`src/rtl/fft_pkg.sv`:
```
// Shared types and helpers for the FFT address sequencer.
// Holds the FSM state encoding, default sizing, and the butterfly
// address/twiddle calculation used by the sequencer.
package fft_pkg;

  localparam int FFT_N_DEFAULT            = 32;
  localparam int FFT_AW_DEFAULT           = $clog2(FFT_N_DEFAULT);
  localparam int FFT_BFLY_LATENCY_DEFAULT = 3;

  typedef enum logic [1:0] {
    IDLE  = 2'd0,
    RUN   = 2'd1,
    DRAIN = 2'd2,
    DONE  = 2'd3
  } state_t;

  // Fields are kept 32 bits wide so one function serves every FFT size;
  // callers truncate to their own address width.
  typedef struct packed {
    logic [31:0] addr1;
    logic [31:0] addr2;
    logic [31:0] twiddle;
  } bfly_addr_t;

  // Butterfly b of stage s for an FFT of 2**l points: the top leg sits in
  // group b>>s with offset b&(half-1), the bottom leg is half further on.
  function automatic bfly_addr_t bfly_addr(input logic [31:0] b,
                                           input logic [31:0] s,
                                           input logic [31:0] l);
    bfly_addr_t  r;
    logic [31:0] half;
    logic [31:0] pos;
    half      = 32'd1 << s;
    pos       = b & (half - 32'd1);
    r.addr1   = ((b >> s) << (s + 32'd1)) | pos;
    r.addr2   = r.addr1 | half;
    r.twiddle = pos << (l - 32'd1 - s);
    return r;
  endfunction

endpackage

```
`src/rtl/fft_addr_sequencer_if.sv`:
```
// Bus between the FFT address sequencer and the top-level control /
// RAM arbiter. The master modport is the sequencer side.
// Optional macro FFT_SEQ_ABORT_EN adds the abort request line.
interface fft_addr_sequencer_if
  import fft_pkg::*;
#(
  parameter int address_width = FFT_AW_DEFAULT
) ();

  localparam int STAGE_W = $clog2(address_width);

  logic                     start;
`ifdef FFT_SEQ_ABORT_EN
  logic                     abort;
`endif
  logic                     fft_busy;
  logic                     fft_read_en;
  logic [address_width-1:0] fft_rd_address1;
  logic [address_width-1:0] fft_rd_address2;
  logic [address_width-2:0] twiddle_idx;
  logic                     fft_wr_en;
  logic [address_width-1:0] fft_wr_address1;
  logic [address_width-1:0] fft_wr_address2;
  logic [STAGE_W-1:0]       stage;
  logic                     done;

`ifdef FFT_SEQ_ABORT_EN
  modport master (
    input  start, abort,
    output fft_busy, fft_read_en, fft_rd_address1, fft_rd_address2, twiddle_idx,
           fft_wr_en, fft_wr_address1, fft_wr_address2, stage, done
  );
  modport slave (
    output start, abort,
    input  fft_busy, fft_read_en, fft_rd_address1, fft_rd_address2, twiddle_idx,
           fft_wr_en, fft_wr_address1, fft_wr_address2, stage, done
  );
`else
  modport master (
    input  start,
    output fft_busy, fft_read_en, fft_rd_address1, fft_rd_address2, twiddle_idx,
           fft_wr_en, fft_wr_address1, fft_wr_address2, stage, done
  );
  modport slave (
    output start,
    input  fft_busy, fft_read_en, fft_rd_address1, fft_rd_address2, twiddle_idx,
           fft_wr_en, fft_wr_address1, fft_wr_address2, stage, done
  );
`endif

endinterface

```
`src/rtl/fft_addr_delay_line.sv`:
```
// Valid+data shift register of configurable depth with synchronous clear.
// Carries read addresses forward so they come back out as write-back
// addresses once the butterfly result is ready.
module fft_addr_delay_line
  import fft_pkg::*;
#(
  parameter int DEPTH = FFT_BFLY_LATENCY_DEFAULT,
  parameter int WIDTH = 2 * FFT_AW_DEFAULT
) (
  input  logic             clk,
  input  logic             clear,
  input  logic             in_valid,
  input  logic [WIDTH-1:0] in_data,
  output logic             out_valid,
  output logic [WIDTH-1:0] out_data,
  output logic             drains_next
);

  logic [DEPTH-1:0] valid_q;
  logic [WIDTH-1:0] data_q [DEPTH];

  // Shift every entry one slot toward the output; clear empties the line.
  always_ff @(posedge clk) begin
    if (clear) begin
      valid_q <= '0;
      for (int i = 0; i < DEPTH; i++) data_q[i] <= '0;
    end else begin
      valid_q[0] <= in_valid;
      data_q[0]  <= in_data;
      for (int i = 1; i < DEPTH; i++) begin
        valid_q[i] <= valid_q[i-1];
        data_q[i]  <= data_q[i-1];
      end
    end
  end

  assign out_valid = valid_q[DEPTH-1];
  assign out_data  = data_q[DEPTH-1];

  // With no new input, the line is empty after the next shift when only the
  // output slot (or nothing) currently holds a valid entry.
  generate
    if (DEPTH > 1) begin : g_multi
      assign drains_next = ~|valid_q[DEPTH-2:0];
    end else begin : g_single
      assign drains_next = 1'b1;
    end
  endgenerate

endmodule

```
`src/rtl/fft_addr_sequencer.sv`:
```
// In-place radix-2 DIT FFT address sequencer. Issues one butterfly per
// cycle (read pair + twiddle), returns the write pair BFLY_LATENCY cycles
// later, and drains between stages so no stage reads data still in flight.
// Optional macro FFT_SEQ_ABORT_EN adds an abort input that cancels a run.
module fft_addr_sequencer
  import fft_pkg::*;
#(
  parameter int N             = FFT_N_DEFAULT,
  parameter int address_width = $clog2(N),
  parameter int BFLY_LATENCY  = FFT_BFLY_LATENCY_DEFAULT
) (
  input  logic                 clk,
  input  logic                 reset,
  fft_addr_sequencer_if.master bus
);

  localparam int BW      = address_width - 1;
  localparam int TW_W    = address_width - 1;
  localparam int STAGE_W = $clog2(address_width);
  localparam int LINE_W  = 2 * address_width;

  localparam logic [BW-1:0]      B_LAST     = '1;
  localparam logic [STAGE_W-1:0] STAGE_LAST = STAGE_W'(address_width - 1);

  state_t               state_q, state_d;
  logic [BW-1:0]        b_q, b_d;
  logic [STAGE_W-1:0]   stage_q, stage_d;
  logic                 rd_en;
  logic                 abort_hit;
  bfly_addr_t           cur;
  logic [address_width-1:0] rd_addr1, rd_addr2;
  logic [TW_W-1:0]      rd_twiddle;
  logic                 line_out_valid, line_drains_next;
  logic [LINE_W-1:0]    line_out_data;

`ifdef FFT_SEQ_ABORT_EN
  assign abort_hit = bus.abort && ((state_q == RUN) || (state_q == DRAIN));
`else
  assign abort_hit = 1'b0;
`endif

  assign cur        = bfly_addr(32'(b_q), 32'(stage_q), 32'(address_width));
  assign rd_addr1   = address_width'(cur.addr1);
  assign rd_addr2   = address_width'(cur.addr2);
  assign rd_twiddle = TW_W'(cur.twiddle);

  // State, butterfly counter and stage registers.
  always_ff @(posedge clk) begin
    if (reset) begin
      state_q <= IDLE;
      b_q     <= '0;
      stage_q <= '0;
    end else begin
      state_q <= state_d;
      b_q     <= b_d;
      stage_q <= stage_d;
    end
  end

  // Next-state logic: RUN issues N/2 butterflies, DRAIN waits for the
  // write-back line to empty, then either starts the next stage or finishes.
  always_comb begin
    state_d = state_q;
    b_d     = b_q;
    stage_d = stage_q;
    rd_en   = 1'b0;
    unique case (state_q)
      IDLE: begin
        b_d     = '0;
        stage_d = '0;
        if (bus.start) state_d = RUN;
      end
      RUN: begin
        rd_en = 1'b1;
        if (b_q == B_LAST) begin
          state_d = DRAIN;
          b_d     = '0;
        end else begin
          b_d = b_q + BW'(1);
        end
      end
      DRAIN: begin
        if (line_drains_next) begin
          if (stage_q == STAGE_LAST) begin
            state_d = DONE;
          end else begin
            state_d = RUN;
            stage_d = stage_q + STAGE_W'(1);
          end
        end
      end
      DONE: begin
        state_d = IDLE;
        stage_d = '0;
      end
      default: state_d = IDLE;
    endcase
    if (abort_hit) begin
      state_d = IDLE;
      b_d     = '0;
      stage_d = '0;
      rd_en   = 1'b0;
    end
  end

  fft_addr_delay_line #(
    .DEPTH (BFLY_LATENCY),
    .WIDTH (LINE_W)
  ) u_wb_line (
    .clk         (clk),
    .clear       (reset || abort_hit),
    .in_valid    (rd_en),
    .in_data     ({rd_addr1, rd_addr2}),
    .out_valid   (line_out_valid),
    .out_data    (line_out_data),
    .drains_next (line_drains_next)
  );

  // Output decode; idle address lines are forced to zero.
  always_comb begin
    bus.fft_busy        = (state_q != IDLE);
    bus.fft_read_en     = rd_en;
    bus.fft_rd_address1 = rd_en ? rd_addr1 : '0;
    bus.fft_rd_address2 = rd_en ? rd_addr2 : '0;
    bus.twiddle_idx     = rd_en ? rd_twiddle : '0;
    bus.fft_wr_en       = line_out_valid && !abort_hit;
    bus.fft_wr_address1 = bus.fft_wr_en ? line_out_data[LINE_W-1 -: address_width] : '0;
    bus.fft_wr_address2 = bus.fft_wr_en ? line_out_data[address_width-1:0] : '0;
    bus.stage           = stage_q;
    bus.done            = (state_q == DONE);
  end

endmodule

```
`src/flat_wrapper.sv`:
```
// flat-port wrapper written by rule: the top's interface ports become plain ports
module fft_addr_sequencer_flat import fft_pkg::*;
#(
  parameter int N             = FFT_N_DEFAULT,
  parameter int address_width = $clog2(N),
  parameter int BFLY_LATENCY  = FFT_BFLY_LATENCY_DEFAULT
)
  (clk, reset, bus_start, bus_fft_busy, bus_fft_read_en, bus_fft_rd_address1, bus_fft_rd_address2, bus_twiddle_idx, bus_fft_wr_en, bus_fft_wr_address1, bus_fft_wr_address2, bus_stage, bus_done);
  fft_addr_sequencer_if #(.address_width(address_width)) bus_i ();
  input  logic clk;
  input  logic reset;
  input wire logic [$bits(bus_i.start)-1:0] bus_start;
  output wire logic [$bits(bus_i.fft_busy)-1:0] bus_fft_busy;
  output wire logic [$bits(bus_i.fft_read_en)-1:0] bus_fft_read_en;
  output wire logic [$bits(bus_i.fft_rd_address1)-1:0] bus_fft_rd_address1;
  output wire logic [$bits(bus_i.fft_rd_address2)-1:0] bus_fft_rd_address2;
  output wire logic [$bits(bus_i.twiddle_idx)-1:0] bus_twiddle_idx;
  output wire logic [$bits(bus_i.fft_wr_en)-1:0] bus_fft_wr_en;
  output wire logic [$bits(bus_i.fft_wr_address1)-1:0] bus_fft_wr_address1;
  output wire logic [$bits(bus_i.fft_wr_address2)-1:0] bus_fft_wr_address2;
  output wire logic [$bits(bus_i.stage)-1:0] bus_stage;
  output wire logic [$bits(bus_i.done)-1:0] bus_done;
  assign bus_i.start = bus_start;
  assign bus_fft_busy = bus_i.fft_busy;
  assign bus_fft_read_en = bus_i.fft_read_en;
  assign bus_fft_rd_address1 = bus_i.fft_rd_address1;
  assign bus_fft_rd_address2 = bus_i.fft_rd_address2;
  assign bus_twiddle_idx = bus_i.twiddle_idx;
  assign bus_fft_wr_en = bus_i.fft_wr_en;
  assign bus_fft_wr_address1 = bus_i.fft_wr_address1;
  assign bus_fft_wr_address2 = bus_i.fft_wr_address2;
  assign bus_stage = bus_i.stage;
  assign bus_done = bus_i.done;
  fft_addr_sequencer #(.N(N), .address_width(address_width), .BFLY_LATENCY(BFLY_LATENCY)) u_core (.clk(clk), .reset(reset), .bus(bus_i));
endmodule
```
`config.mk`:
```
export PLATFORM = sky130hd
export DESIGN_NAME = fft_addr_sequencer_flat
export DESIGN_NICKNAME = d
export VERILOG_FILES = /design/src/rtl/fft_pkg.sv /design/src/rtl/fft_addr_sequencer_if.sv /design/src/rtl/fft_addr_delay_line.sv /design/src/rtl/fft_addr_sequencer.sv /design/src/flat_wrapper.sv
export SDC_FILE = /design/constraint.sdc
export NUM_CORES = 1
export LEC_CHECK = 0
export ABC_AREA = 1
export BUFFER_PORTS_ARGS = -buffer_cell sky130_fd_sc_hd__buf_2
export CORE_UTILIZATION = 50
export DETAILED_ROUTE_END_ITERATION = 12
export HOLD_SLACK_MARGIN = 0.06
export MAX_ROUTING_LAYER = met4
export PLACE_DENSITY = 0.75
export SLEW_MARGIN = 20
export SYNTH_ARGS = -nofsm -noshare
export SYNTH_HDL_FRONTEND = slang
export SYNTH_SLANG_ARGS = --single-unit
```
`constraint.sdc`:
```
create_clock -name clk -period 1.8 [get_ports clk]
set_input_delay 0.36 -clock clk [delete_from_list [all_inputs] [get_ports clk]]
set_output_delay 0.36 -clock clk [all_outputs]
set_load 0.02 [all_outputs]
```
==> results.md, run 1 <==
* Worst setup EP type: output port
* Core box area at 3771 um^2
* Fin nets at 379
* Post-route design area at 2992 um^2
* Detailed-route wire length per cell at 13.14 um
* Post-route ant nets at 0
* Final Hold Viols at 0
* Critical path type: reg -> out
* Final Max Tran Viols at 0
* Slew headroom at 77.93%
* Multi-input logic area at 1132 um^2
* Die Y at around 66 um
* Crit path DAT at 1.89 ns
* Hold Path Class: in -> reg
* Num ports at 34
* Synthesized Nets at 308
* YS warnings at 0
* Largest net degree at the start of global routing at 28
* Global-route usage over all layers at a little over a quarter
* Clock-pin slew on the worst setup and hold paths at about 0.090 ns
* Commonest non-fill, non-tap cell in the layout: inv_1
* Final setup violation count at 14
* Total grt overflow at 0
* Area post-placement at about 2500 um^2
* Die area at 4310 um^2
* # fillers at 257
* Setup TNS Final at -5.295 ns
* # port buffers at 33
* DRT Pass-1 Iters at 4
* Max Clock Freq at 443.5 MHz
* CTS tree: yes
* CTS root buffer: clkbuf_8
* CTS Buffer Depth at 2
* Critical Path RT at 1.44 ns
* Tcrit/Tclk final at 125.3%
* Vias in the first global route at around 1900
* Worst R2R Setup Slack at 0.15 ns
* Layout cells sized above 1 at 40.82%
* Sequential element share of the synthesized area at 41.51%
* Routed wire length at ~5.4 mm
* Setup ws final at -0.4547 ns
* Synth Register Bits at 42
* Peak supply drop at 1126 uV
* Num CTS Buffers at 5
* Register area at 853.3 um^2
* Initial Util at 53.72%
* Synth area leader: dfxtp_1
* Leak at ~1.5 nW
* Synth-to-layout area growth at 47.68%
* Avg Vias per Cell at 4.923
* Rows at 22
* First-pass GRT wire length at 8.500 mm
* Synthesized instance count at 293
* MaxCap Viol Count at 0
* Failing checks: negative setup slack
* Top cell type's share of synthesized area at 41.51%
* Mapped Avg Cell Area at 6.914 um^2
* Most frequent cells in the layout: inv_1, nand2_1, nor2_1
* Count of different cell masters after synthesis at 26
* # DRC at 0
* Vias at slightly above 2000
* Setup WS pre-CTS at -0.2020 ns
* RSZ-0062 raised after global routing: true
* # diodes at 0
* Pwr Density at between 1500 and 2000 nW/um^2
* GP Congestion at a little over 0.9
* Status: finished, violations left
* Worst slew pin tran at around 0.33 ns
* Top cells by area, synth: dfxtp_1, inv_1, nand2_1, nor2_1, ha_1
* CP Launch Type: flop
* Initial DRC count at 140
* CTS H-tree lvls at 2
* Hpwl dp at 3.533 mm
* CTS Sinks at 42
* Clk_skew at 0.009024 ns
* Worst-Skew Late Latency at 0.30 ns
* Initial antenna violation count at 0
* Die X-Extent at 65.65 um
* Synthesized cell area at between 2000 and 2500 um^2
* Final min period at about 2.3 ns
* Crit path max fanout at 3
* WHS at approximately 0.38 ns
-- final timing paths --
path                                                  start                                   endpoint  depth (start not counted)
setup / recovery           u_core.bus.stage[0]$_SDFFE_PP0P_                     bus_fft_rd_address2[2]                         11
hold / removal                                        reset     u_core.u_wb_line.valid_q[1]$_SDFF_PP0_                          2
hold reg to reg   u_core.u_wb_line.data_q[0][14]$_SDFF_PP0_  u_core.u_wb_line.data_q[0][24]$_SDFF_PP0_                          2
setup reg to reg             u_core.state_q[1]$_SDFFE_PP0P_           u_core.bus.stage[0]$_SDFFE_PP0P_                          5
-- state kept, by name, summed over array words and instances, names as in the netlist --
signal / cells
u_core.state_q: 2
u_core.u_wb_line.data_q: 30
u_core.bus.stage: 3
u_core.b_q: 4
u_core.u_wb_line.valid_q: 3
-- power breakdown --
group          total (W)  internal, W  switching [W]
sequential       0.00125      0.00113       0.000118
combinational    0.00296      0.00129        0.00167
clock           0.000835     0.000500       0.000335
-- critical path: stages (launching register included) --
cell	delay [ns]
dfxtp_4	0.37
ha_4	0.16
ha_4	0.28
o21ai_4	0.07
nor2_2	0.16
nand3_1	0.13
nand2_2	0.08
inv_2	0.05
nand3_2	0.08
nand2_2	0.06
inv_2	0.05
buf_6	0.10
-- area by class of cell --
type                       instances  area share (%)
multi-input combinational        177           37.85
sequential                        42           28.52
timing repair buffer              72           18.49
inverter                          66           8.699
clock buffer                       6           3.137
tap                               48           2.008
clock inverter                     2           1.297
-- synthesized netlist by cell type (all sizes together) --
| cell | n |
|---|---|
| o211ai | 1 |
| ha | 12 |
| nor3 | 3 |
| buf | 3 |
| o21a | 1 |
| and3 | 1 |
| nor2 | 48 |
| nand4 | 3 |
| a211oi | 4 |
| o22ai | 1 |
| o21ai | 6 |
| a31oi | 1 |
| inv | 66 |
| clkbuf | 5 |
| a32o | 1 |
| dfxtp | 42 |
| nand2 | 62 |
| nand3 | 21 |
| a21oi | 12 |
-- per-layer routing --
layer | vias up | global-route usage (%) | share of wire (%)
met4 | 0 | 10.87 | 2.4
met1 | 912 | 29.87 | 41
li1 | 1027 | - | -
met3 | 12 | 4.861 | 5.0
met2 | 82 | 47.45 | 51
met5 | - | - | 0
-- through the flow --
stage                     util, %  power [W]  instances
after floorplan                 -   0.002620        293
after global placement      66.69   0.003340        394
after detailed placement    66.69   0.003400        394
after CTS                   76.41   0.004686        409
after global routing        79.33   0.005331        413
final                       79.33   0.005038        413
-- logic make-up (layout without fill, tap and decap cells) --
family / after synthesis / count (layout) / synth area share, %
buffers and inverters: 74 / 146 / 14.02
AOI/OAI and AO/OA: 27 / 27 / 7.783
and+or+nand+nor: 138 / 138 / 29.28
adders and majority gates: 12 / 12 / 7.412
DFF: 42 / 42 / 41.51
-- repair_timing --
item                                    CTS  global route
resized for setup                        58            22
pin swaps                                24            22
endpoints found under the setup margin   15            16
hold buffers                              0             0
buffers inserted                          7             4
Power figures use the tool's default switching activity.
==> inputs of run 2 (changes only) <==
Settings changed: CORE_MARGIN set to 2, SKIP_CTS_REPAIR_TIMING set to 1.
==> run 2 against run 1 <==
  * The flow still finishes with violations (negative setup slack)
  * First-iteration DRC count fell by 13%
  * Setup slack got worse by 0.025 ns
  * Clock power fell by 32%
  * Critical path type unchanged
==> results.md, run 2 (synthesis results as in run 1) <==
* Worst Setup SP: u_core.bus.stage[1]$_SDFFE_PP0P_
* Rows at 23 (+4.5%)
* Critical Path RT at 1.44 ns (about the same)
* MaxCap Viol Count at 0 (unchanged)
* # DRC at 0 (unchanged)
* Worst-Skew Late Latency at 0.29 ns (about the same)
* Detailed-route wire length per cell at 12.63 um (-3.9%)
* Internal power at 0.002669 W (-8.4%)
* Peak supply drop at 1032 uV (-8.4%)
* CP top delay family: simple AND/OR/NAND/NOR gates
* Sw Ratio at 43.16% (+1.0 points)
* Critical path type: reg -> out
* Max reg flops at 30 (unchanged)
* Total grt overflow at 0 (unchanged)
* Leak at 1.474 nW (-1.5%)
* Top flop regs: u_core.u_wb_line.data_q: 30 flops, u_core.b_q: 4 flops
* Routed wire length at 5.217 mm (-3.9%)
* Final min period at 2.280 ns (+0.02483 ns)
* Core box area at 3943 um^2 (+4.5%)
* Worst setup EP type: output port
* Status: finished, violations left
* Most frequent cells in the layout: inv_1, nand2_1, nor2_1, dfxtp_1, buf_4
* Crit-path max cell delay at 0.40 ns (+0.03 ns)
* Initial Util at 51.38% (-2.3 points)
* CTS Sinks at 42 (unchanged)
* Cells along the critical path: inv_6 -> ha_4 -> ha_4 -> inv_4 -> nand2_4 -> nand3_2 -> nand2_2 -> nand2_4 -> nand2_2 -> inv_4 -> nand3_4 -> nand2_2 -> inv_2 -> buf_6
* Hpwl dp at 3.466 mm (-1.9%)
* Tcrit/Tclk final at 126.6% (+1.4 points)
* CTS Buffer Depth at 2 (unchanged)
* Avg Vias per Cell at 4.930 (+0.15%)
* Initial antenna violation count at 0 (unchanged)
* Final Max Tran Viols at 0 (unchanged)
* Final non-filler cell total at 413 (unchanged)
* Clock share of power at 12.0% (-4.6 points)
* Hold Crit Start: u_core.u_wb_line.data_q[0][17]$_SDFF_PP0_
* Setup TNS Final at -5.166 ns (+0.1290 ns)
* Fin nets at 378 (-0.26%)
* Initial DRC count at 122 (-13%)
* Area post-placement at 2525 um^2 (+0.40%)
* Synth-to-layout area growth at 42.56%
* WHS at 0.4026 ns (+0.02728 ns)
* Seq pwr share at 26.6% (+1.9 points)
* Inst Count DP at 397 (+0.76%)
* Buf/Inv on CP at 5 (+2)
* Largest net degree at the start of global routing at 22 (-21%)
* Layout cells sized above 1 at 38.57% (-2.3 points)
* Die area at 4577 um^2 (+6.2%)
* Post-route ant nets at 0 (unchanged)
* # port buffers at 33 (unchanged)
* Clock-pin slew on the worst setup and hold paths at 0.08 ns (about the same)
* Final setup violation count at 14 (unchanged)
* Crit path max fanout at 4 (+1)
* Slew headroom at 78.37% (+0.44 points)
* Crit path DAT at 1.92 ns (+0.03 ns)
* Die Y at 67.65 um (+3.0%)
* Combinational share of power at 61.3% (+2.6 points)
* Max Clock Freq at 438.7 MHz (-1.1%)
* Reg with most FFs: u_core.u_wb_line.data_q
* Worst R2R Start: u_core.bus.stage[1]$_SDFFE_PP0P_
* Num CTS Buffers at 5 (unchanged)
* CP Launch Type: flop
* Psw at 0.002026 W (-4.6%)
* Num ports at 34 (unchanged)
* Die X-Extent at 67.65 um (+3.0%)
* Hold Path Class: reg -> reg
* DRT Pass-1 Iters at 4 (unchanged)
* # diodes at 0 (unchanged)
* Critical path's slowest cell: dfxtp_4
* First-pass GRT wire length at 7.507 mm (-12%)
* GP Congestion at 0.9121 (about the same)
* Commonest non-fill, non-tap cell in the layout: inv_1
* Vias in the first global route at 1736 (-9.2%)
* Most used cell, CP: nand2_2
* Clk_skew at 0.005195 ns (-0.003829 ns)
* CTS root buffer: clkbuf_8
* Failing checks: negative setup slack
* CTS H-tree lvls at 2 (unchanged)
* Setup ws final at -0.4795 ns (-0.02483 ns)
* RSZ-0062 raised after global routing: true
* Worst slew pin tran at 0.3240 ns (-0.005794 ns)
* Fin util at 73.25% (-6.1 points)
* Global-route usage over all layers at 22.38% (-4.6 points)
* Pwr Density at 1626 nW/um^2 (-3.5%)
* Final Hold Viols at 0 (unchanged)
* Post-route design area at 2888 um^2 (-3.5%)
* Vias at 2036 (+0.15%)
* CTS tree: yes
-- run 2: worst paths after layout --
check | end | slack (ns) | cells past startpoint
max | bus_fft_rd_address2[2] | -0.48 | 14
min | u_core.u_wb_line.data_q[0][27]$_SDFF_PP0_ | 0.40 | 2
max reg2reg | u_core.u_wb_line.data_q[0][3]$_SDFF_PP0_ | 0.04 | 12
min reg2reg | u_core.u_wb_line.data_q[0][27]$_SDFF_PP0_ | 0.40 | 2
-- run 2: tightest hold or removal path: stages (launching register included) --
cell and delay, ns:
dfxtp_1 0.30, inv_1 0.04, nor2_1 0.03
-- run 2: area by class of cell --
cell class	count	area, um^2
Clock inverter	2	10.01
Inverter	66	265.3
Timing Repair Buffer	71	529.3
Clock buffer	5	68.82
Tap cell	50	62.56
Fill cell	295	1055
Sequential cell	42	853.3
Multi-Input combinational cell	177	1099
-- run 2: layer usage --
layer	part of all wire [%]	global-route usage, %
met3	3.9	5.000
met1	40	24.90
met2	54	38.85
met4	1.8	8.418
met5	0	-
-- run 2: power by group through the flow --
stage	clock network [W]	registers, W	logic [W]
after detailed placement	0	0.00125	0.00218
after global routing	0.000628	0.00127	0.00314
after floorplan	0	0.00128	0.00134
after CTS	0.000570	0.00123	0.00219
final	0.000565	0.00125	0.00288
after global placement	0	0.00124	0.00214
-- run 2: through the flow --
step	total power [W]	setup slack [ns]
after CTS	0.003990	-0.4928
after floorplan	0.002620	-0.01877
after global placement	0.003386	-0.1426
final	0.004695	-0.4795
after global routing	0.005038	-0.5743
after detailed placement	0.003435	-0.1690
==> inputs of run 3 (changes only) <==
Settings changed: ABC_AREA 1 to 0, CORE_MARGIN 2 to not set.
==> run 3 against run 2 <==
  * The run still ends with negative setup slack left
  * Die area decreased by 6.4%
  * Wire length decreased by 9.4%
  * Via count decreased by 12%
  * Sequential cell count unchanged
  * Synthesized cell count decreased by 23%
  * Clock-buffer cell count increased by 1
  * Critical path type unchanged
  * Largest cell class unchanged
==> results.md, run 3 <==
* Status: finished, violations left
* Failing checks: negative setup slack
* Worst slew pin tran at 0.5118 ns (+0.1877 ns)
* Synthesized Nets at 240 (-22%)
* # fillers at 246 (-17%)
* Num CTS Buffers at 5 (unchanged)
* Buf/Inv on CP at 2 (-3)
* CTS H-tree lvls at 2 (unchanged)
* CTS Sinks at 42 (unchanged)
* Clock-pin slew on the worst setup and hold paths at 0.09 ns (about the same)
* Initial antenna violation count at 0 (unchanged)
* Final Max Tran Viols at 0 (unchanged)
* Worst setup EP type: output port
* Post-route ant nets at 0 (unchanged)
* Die Y at 65.44 um (-3.3%)
* Critical Path RT at 1.44 ns (about the same)
* Worst R2R Setup Slack at -0.11 ns (-0.15 ns)
* Clk_skew at 0.01325 ns (+0.008051 ns)
* Num ports at 34 (unchanged)
* Hold Path Depth at 1 (-1)
* RSZ-0062 raised after global routing: true
* MaxCap Viol Count at 0 (unchanged)
* Cells along the critical path: inv_6 -> ha_4 -> o21ba_2 -> nor3_2 -> o21ai_1 -> or3_4 -> a221oi_4 -> buf_6
* Hold Crit Endpoint: u_core.u_wb_line.data_q[0][14]$_SDFF_PP0_
* Final setup violation count at 19 (+5)
* Area post-placement at 2683 um^2 (+6.2%)
* Worst R2R Start: u_core.bus.stage[0]$_SDFFE_PP0P_
* Avg Vias per Cell at 5.115 (+3.7%)
* Final Hold Viols at 0 (unchanged)
* Hpwl dp at 3.280 mm (-5.4%)
* Reg with most FFs: u_core.u_wb_line.data_q
* Crit path max fanout at 5 (+1)
* Sequential element share of the synthesized area at 41.79% (+0.28 points)
* Synth-to-layout area growth at 48.01%
* First-pass GRT wire length at 7.238 mm (-3.6%)
* CTS Buffer Depth at 2 (unchanged)
* Hold Path Class: reg -> reg
* Crit path DAT at 2.21 ns (+0.29 ns)
* Top cell type's share of synthesized area at 41.79% (+0.28 points)
* Commonest non-fill, non-tap cell in the layout: buf_4
* Global-route usage over all layers at 22.85% (+0.47 points)
* Crit-path max cell delay at 0.41 ns (about the same)
* CTS root buffer: clkbuf_8
* FF-to-FF End: u_core.bus.stage[0]$_SDFFE_PP0P_
* # DRC at 0 (unchanged)
* Leak at 1.332 nW (-9.6%)
* Peak supply drop at 929.9 uV (-9.9%)
* CP Launch Type: flop
* DRT Pass-1 Iters at 4 (unchanged)
* Max Clock Freq at 389.9 MHz (-11%)
* GP Congestion at 0.9075 (-0.50%)
* Layout cells sized above 1 at 45.18% (+6.6 points)
* CP top delay family: compound AO/OA/AOI/OAI gates
* Max reg flops at 30 (unchanged)
* Synthesized instance count at 225 (-23%)
* Most numerous cell in the Yosys netlist: dfxtp_1
* Synth Register Bits at 42 (unchanged)
* Critical path's slowest cell: dfxtp_4
* Vias at 1785 (-12%)
* Core box area at 3771 um^2 (-4.3%)
* Post-route design area at 2978 um^2 (+3.1%)
* # diodes at 0 (unchanged)
* Rows at 22 (-4.3%)
* Critical path type: reg -> out
* Synth area leader: dfxtp_1
* Top cells by area, synth: dfxtp_1, nor2b_1, ha_1, and2_1, a21oi_1
* Total grt overflow at 0 (unchanged)
* Die X-Extent at 65.44 um (-3.3%)
* Final min period at 2.565 ns (+0.2855 ns)
* Setup TNS Final at -8.717 ns (-3.551 ns)
* Die area at 4282 um^2 (-6.4%)
* # port buffers at 33 (unchanged)
* Worst-Skew Late Latency at 0.30 ns (about the same)
* YS warnings at 0 (unchanged)
* Slew headroom at 65.88% (-12 points)
* Mapped Avg Cell Area at 8.942 um^2 (+29%)
* Prevailing post-synth register cell: dfxtp_1
* Synthesized cell area at 2012 um^2 (-0.68%)
* Tcrit/Tclk final at 142.5% (+16 points)
* Most frequent cells in the layout: buf_4, dfxtp_1, nor2b_1
* Largest net degree at the start of global routing at 27 (+23%)
* Initial DRC count at 102 (-16%)
* Hold Crit Start: u_core.u_wb_line.data_q[0][4]$_SDFF_PP0_
* R2R cell count at 9 (-3)
* Synth cell count leaders: dfxtp_1, nor2b_1, nor2_1
* Initial Util at 53.35% (+2.0 points)
* Pwr Density at 1323 nW/um^2 (-19%)
* Routed wire length at 4.725 mm (-9.4%)
* CTS tree: yes
* Vias in the first global route at 1583 (-8.8%)
* Post-synth EDFFs at 0 (unchanged)
* Top flop regs: u_core.u_wb_line.data_q: 30 flops, u_core.b_q: 4 flops
* Asr flop ratio synth at 0% (unchanged)
* Detailed-route wire length per cell at 13.54 um (+7.2%)
* Setup ws final at -0.7651 ns (-0.2855 ns)
* Fin nets at 315 (-17%)
* Count of different cell masters after synthesis at 45 (+73%)
run 3: cell count changes after synthesis, sizes merged, moves of 4 or more:
cell    before  now
nor2b        0   31
nand2b       0    4
nand3       21    5
a21boi       0    4
and2         0   15
inv         66   10
nor2        48   20
nand2       62    8
xor2         0    4
run 3: cell type report:
class / instances / area, um^2 / share of cell area (%)
clock inverters: 2 / 38.79 / 1.303
repair buffers: 80 / 570.5 / 19.16
multi-input cells: 161 / 1313 / 44.08
inverters: 10 / 50.05 / 1.681
well taps: 48 / 60.06 / 2.017
clock buffers: 6 / 93.84 / 3.151
flip-flops and latches: 42 / 852.1 / 28.61
run 3: cells by family after synthesis:
group | count (synthesis) | synth area share [%]
AO/OA/AOI/OAI | 45 | 15.92
XOR/XNOR | 6 | 2.612
adder cells (fa/ha/maj) | 12 | 7.462
buffers and inverters | 22 | 4.540
flip-flops | 42 | 41.79
multiplexers | 2 | 0.9951
AND/OR/NAND/NOR | 96 | 26.68
run 3: metal layers:
| layer | track usage, % | part of all wire (%) | vias to the layer above |
|---|---|---|---|
| li1 | - | - | 908 |
| met1 | 27.58 | 45 | 834 |
| met2 | 37.76 | 50 | 36 |
| met3 | 4.340 | 3.1 | 7 |
| met4 | 8.424 | 1.7 | 0 |
| met5 | - | 0 | - |
run 3: where the power goes:
part	switching [W]	internal, W
combinational	0.000986	0.000989
sequential	0.0000892	0.00104
clock	0.000341	0.000500
run 3: how the worst max path moves through the flow:
stage / startpoint / to / slack, ns / depth (start not counted)
final: u_core.bus.stage[1]$_SDFFE_PP0P_ / bus_twiddle_idx[3] / -0.77 / 8
after CTS: u_core.bus.stage[1]$_SDFFE_PP0P_ / bus_twiddle_idx[3] / -0.77 / 8
after floorplan: u_core.bus.stage[0]$_SDFFE_PP0P_ / bus_twiddle_idx[3] / -0.50 / 9
after detailed placement: u_core.bus.stage[1]$_SDFFE_PP0P_ / bus_twiddle_idx[3] / -0.45 / 8
after global placement: u_core.bus.stage[1]$_SDFFE_PP0P_ / bus_twiddle_idx[3] / -0.41 / 8
after global routing: u_core.bus.stage[1]$_SDFFE_PP0P_ / bus_fft_rd_address1[4] / -0.85 / 8
run 3: per-stage QoR:
step           utilization, %  power (W)  cells  hold slack, ns  setup WS [ns]
2_1_floorplan               -   0.002269    225          0.4138        -0.4965
3_3_place_gp            71.13   0.002824    338          0.4160        -0.4146
3_5_place_dp            71.13   0.002862    338          0.4247        -0.4466
4_1_cts                 74.65   0.003690    346          0.4442        -0.7724
5_1_grt                 78.96   0.004166    349          0.4562        -0.8520
6_report                78.96   0.003940    349          0.4415        -0.7651
run 3: worst reg2reg max path: cells and delay by family (launching register included):
| kind | cells | cell delay, ns |
|---|---|---|
| AO/OA/AOI/OAI | 2 | 0.26 |
| flip-flops | 1 | 0.43 |
| buffers and inverters | 3 | 0.29 |
| AND/OR/NAND/NOR | 2 | 0.50 |
| adder cells (fa/ha/maj) | 2 | 0.31 |
